**src/rtl/rv_instr_encoder.sv**
```systemverilog
// RV32I encoder: class + fields -> 32-bit machine word with its imem byte address; one registered stage.
// Latency 1 cycle; in_ready = !full && (!out_valid || out_ready), so the word holds while out_ready is low.
module rv_instr_encoder #(
  parameter int          DEPTH     = 64,
  parameter logic [31:0] BASE_ADDR = 32'h0000_0000
) (
  input  logic                         clk,
  input  logic                         reset,
  input  logic                         in_valid,
  output logic                         in_ready,
  input  logic [2:0]                   kind,
  input  logic [4:0]                   rd,
  input  logic [4:0]                   rs1,
  input  logic [4:0]                   rs2,
  input  logic [2:0]                   funct3,
  input  logic                         f7b5,
  input  logic [20:0]                  imm,
  output logic                         out_valid,
  input  logic                         out_ready,
  output logic [31:0]                  out_instr,
  output logic [31:0]                  out_addr,
  output logic [$clog2(DEPTH+1)-1:0]   count,
  output logic                         full,
  output logic                         err
);

  localparam int CW = $clog2(DEPTH + 1);
  localparam logic [CW-1:0] DEPTH_C = CW'(DEPTH);

  localparam logic [2:0] K_LW   = 3'd0;
  localparam logic [2:0] K_SW   = 3'd1;
  localparam logic [2:0] K_R    = 3'd2;
  localparam logic [2:0] K_BEQ  = 3'd3;
  localparam logic [2:0] K_IALU = 3'd4;
  localparam logic [2:0] K_JAL  = 3'd5;

  logic        accept;
  logic        legal;
  logic [31:0] enc;
  logic        fits12;
  logic        fits13;
  logic [31:0] word_off;

  assign full     = (count == DEPTH_C);
  assign in_ready = !full && (!out_valid || out_ready);
  assign accept   = in_valid && in_ready;
  assign word_off = 32'(count) << 2;

  // Sign-extension checks: upper bits must replicate the top bit of the immediate field.
  assign fits12 = (&imm[20:11]) || !(|imm[20:11]);
  assign fits13 = (&imm[20:12]) || !(|imm[20:12]);

  always_comb begin
    legal = 1'b0;
    enc   = 32'h0;
    case (kind)
      K_LW: begin
        legal = fits12;
        enc   = {imm[11:0], rs1, 3'b010, rd, 7'b0000011};
      end
      K_SW: begin
        legal = fits12;
        enc   = {imm[11:5], rs2, rs1, 3'b010, imm[4:0], 7'b0100011};
      end
      K_R: begin
        legal = 1'b1;
        enc   = {1'b0, f7b5, 5'b00000, rs2, rs1, funct3, rd, 7'b0110011};
      end
      K_BEQ: begin
        legal = fits13 && !imm[0];
        enc   = {imm[12], imm[10:5], rs2, rs1, 3'b000, imm[4:1], imm[11], 7'b1100011};
      end
      K_IALU: begin
        legal = fits12;
        enc   = {imm[11:0], rs1, funct3, rd, 7'b0010011};
      end
      K_JAL: begin
        legal = !imm[0];
        enc   = {imm[20], imm[10:1], imm[11], imm[19:12], rd, 7'b1101111};
      end
      default: begin
        legal = 1'b0;
        enc   = 32'h0;
      end
    endcase
  end

  always_ff @(posedge clk) begin
    if (reset) begin
      out_valid <= 1'b0;
      out_instr <= 32'h0;
      out_addr  <= BASE_ADDR;
      count     <= '0;
      err       <= 1'b0;
    end else begin
      if (accept && legal) begin
        out_valid <= 1'b1;
        out_instr <= enc;
        out_addr  <= BASE_ADDR + word_off;
        count     <= count + CW'(1);
      end else if (out_ready) begin
        out_valid <= 1'b0;
      end
      // Rejected inputs complete the handshake but only leave a sticky flag behind.
      if (accept && !legal) begin
        err <= 1'b1;
      end
    end
  end

endmodule

```
**config.mk**
```make
export PLATFORM = sky130hd
export DESIGN_NAME = rv_instr_encoder
export DESIGN_NICKNAME = d
export VERILOG_FILES = /design/src/rtl/rv_instr_encoder.sv
export SDC_FILE = /design/constraint.sdc
export NUM_CORES = 1
export LEC_CHECK = 0
export BUFFER_PORTS_ARGS = -buffer_cell sky130_fd_sc_hd__buf_4
export CORE_MARGIN = 1
export CORE_UTILIZATION = 40
export DETAILED_ROUTE_END_ITERATION = 6
export HOLD_SLACK_MARGIN = 0.03
export PLACE_DENSITY_LB_ADDON = 0.2
export REMOVE_ABC_BUFFERS = 1
export SLEW_MARGIN = 40
export SYNTH_ARGS = -nofsm -noshare
export SYNTH_HDL_FRONTEND = slang
export SYNTH_SLANG_ARGS = --single-unit
```
**constraint.sdc**
```tcl
create_clock -name clk -period 2.1 [get_ports clk]
set_input_delay 0.21 -clock clk [delete_from_list [all_inputs] [get_ports clk]]
set_output_delay 0.21 -clock clk [all_outputs]
set_load 0.1 [all_outputs]
```
==> qor.csv <==
stage;metric;value;unit
cts;clock latency on the worst-skew pair;0.30;ns
finish;Area Growth Syn to Fin;33.2;%
synth;synth cell count leaders;nor2_1, dfxtp_1, nand2_1, a21oi_1, buf_4;
timing;Worst Tran Pin Value;0.615;ns
cts;CTS buffer count;5;
synth;Synth Instances;325;
placement;# port buffers;96;
cts;hold_buf cts;0;
detailed_routing;1st-iter DRT viols;87;
finish;Core Util, Final;0.557;
power_and_ir_drop;Leak;1.46;nW
finish;ant diodes;0;
timing;min Tclk post-route;2.02;ns
global_route;first-pass GRT wire length;10300;um
synth;Post-synth EDFFs;0;
synth;Yosys warning count;0;
placement;placed inst area;0.00322;sq mm
run_status;status;completed;
setup_path;crit path DAT;1.81;ns
cts;Max Root-Sink Buffers;2;
synth;top-count cell post-synth;nor2_1;
die;Std-Cell Rows;28;
global_route;GRT Residual Overflow;0;
synth;Yosys top cell by area;dfxtp_1;
die;io pins;122;
detailed_routing;Routed met3 length;427;um
power_and_ir_drop;P per Cell Area;654;mW/mm^2
detailed_routing;final WL;6500;um
die;Core Area;0.00596;sq mm
timing;TNS Setup;0;ns
setup_path;WP data required;1.89;ns
cts;CTS H-tree depth;2;
detailed_routing;1st-pass router iterations;4;
timing;part of the cycle the worst path needs;0.964;
timing;Slew Limit Headroom;0.586;
synth;post-synthesis sequential area ratio;0.370;
detailed_routing;Post-route DRC;0;
die;Starting Density;0.418;
cts;Clk pin slew, worst setup/hold paths;0.09;ns
synth;Synth Cell Area;0.00249;sq mm
timing;setup violators final;0;
global_route;largest net degree at the start of global routing;31;
power_and_ir_drop;Peak VDD IR;0.325;mV
global_route;initial antenna violation count;0;
synth;ys async rst share;0;
synth;Synth Area per Inst;7.67;sq um
cts;TritonCTS clock tree;done;
timing;final hold vios;0;
detailed_routing;met1 wire length;2950;um
synth;post-synth top area share;0.370;
detailed_routing;WL met2;3070;um
cts;CTS Sinks;46;
timing;RSZ-0062 raised after global routing;false;
run;total of max-cap violations;0;
detailed_routing;vias;2512;
die;die area;0.00655;sq mm
placement;DP HPWL;4730;um
setup_path;peak fanout along the critical path;6;
finish;nets@finish;466;
detailed_routing;top sig layer;met4;
finish;layout cells sized above 1;0.299;
synth;Synth area leaders;dfxtp_1, buf_4, nor2_1;
global_route;GRT Resource Usage Total;0.201;
hold_path;Hold WC Path Type;in -> reg;
synth;Primary FF master, synth;dfxtp_1;
detailed_routing;wire length per cell;13.2;um
power_and_ir_drop;Pwr Total;2.17;mW
cts;CTS resizes;0;
setup_path;Setup CP Type;reg -> out;
setup_path;Critical Path Source Type;register;
timing;worst-case clock skew;0.00918;ns
synth;Synth Register Bits;46;
global_route;vias in the first global route;2242;
finish;fin area;0.00332;sq mm
cts;post-CTS setup buffers;0;
die;die span in x;80.9;um
detailed_routing;Post-DRT Antenna Nets;0;
die;Die H;80.9;um
detailed_routing;DR vias/cell;5.10;
timing;f_max;494;MHz
placement;Placer Congestion;0.802;
synth;Yosys cell types;41;
timing;Slew Viols, Final;0;
setup_path;Worst Setup End Kind;output port;
cts;clock root cell;clkbuf_8;
==> placed cells by master (no fill, tap or decap), drive strengths merged, types with 2 or more instances in the layout <==
cell type / n
or4: 2
nand4: 2
a211oi: 5
nor3: 20
a21oi: 31
a31oi: 2
o32ai: 2
nand2: 37
mux2i: 7
nor2: 48
nor2b: 3
inv: 11
a221oi: 4
a22oi: 8
o21ai: 4
and3: 2
or3: 4
ha: 2
nand3: 11
xnor2: 2
conb: 25
clkinv: 2
buf: 110
clkbuf: 6
o22ai: 8
nand2b: 4
dfxtp: 46
==> metal layers <==
metal,vias to the layer above,GRT usage
li1,1255,-
met5,-,0
met4,0,0.0571
met2,90,0.334
met3,6,0.0506
met1,1161,0.256
==> critical path: stages (launching register included) <==
cell	delay [ns]
dfxtp_1	0.36
or4_1	0.60
nor2_1	0.22
nor2b_1	0.10
buf_4	0.24
==> final timing paths <==
check / from / endpoint / slack (ns) / cells after the start
worst max register to register: count[5] / out_instr[18] / 0.19 / 7
worst min register to register: out_instr[28] / out_instr[28] / 0.46 / 2
worst min-delay path: imm[5] / out_instr[25] / 0.17 / 3
worst max-delay path: count[5] / in_ready / 0.08 / 4
==> area by class of cell <==
type	instances	area (sq um)
fill	587	2640
multi-input combinational	243	1330
sequential	46	921
timing repair buffer	110	851
tap	75	93.8
clock buffer	6	72.6
inverter	11	41.3
clock inverter	2	13.8
==> metrics by stage <==
stage	worst slack, ns	hold WS (ns)	cells
final	0.0756	0.169	493
after CTS	0.131	0.160	493
after floorplan	-2.09	0.279	300
after global routing	0.00883	0.153	493
after global placement	0.218	0.445	485
after detailed placement	0.156	0.448	485
==> flip-flops by register name, indices dropped and copies added, names as in the netlist <==
| register | count |
|---|---|
| count | 7 |
| err | 1 |
| out_addr | 7 |
| out_instr | 30 |
| out_valid | 1 |
==> cell families (layout without fill, tap and decap cells) <==
kind of cell / after synthesis / in the layout / share of synthesized area
simple gates: 136 / 136 / 0.246
compound gates: 70 / 70 / 0.191
buf+inv: 60 / 129 / 0.143
flops: 46 / 46 / 0.370
mux: 7 / 7 / 0.0281
xor+xnor: 3 / 3 / 0.0105
fa+ha+maj: 2 / 2 / 0.0100
other cells: 1 / 25 / 0.00151
==> report_power, final <==
group	switching [mW]	total [mW]	internal, mW	leakage (nW)
registers	0.0155	0.914	0.898	0.373
logic	0.554	0.722	0.168	1.04
clock network	0.301	0.536	0.235	0.0452
total	0.870	2.17	1.30	1.46
No activity file was read; power rests on OpenSTA's default activity.
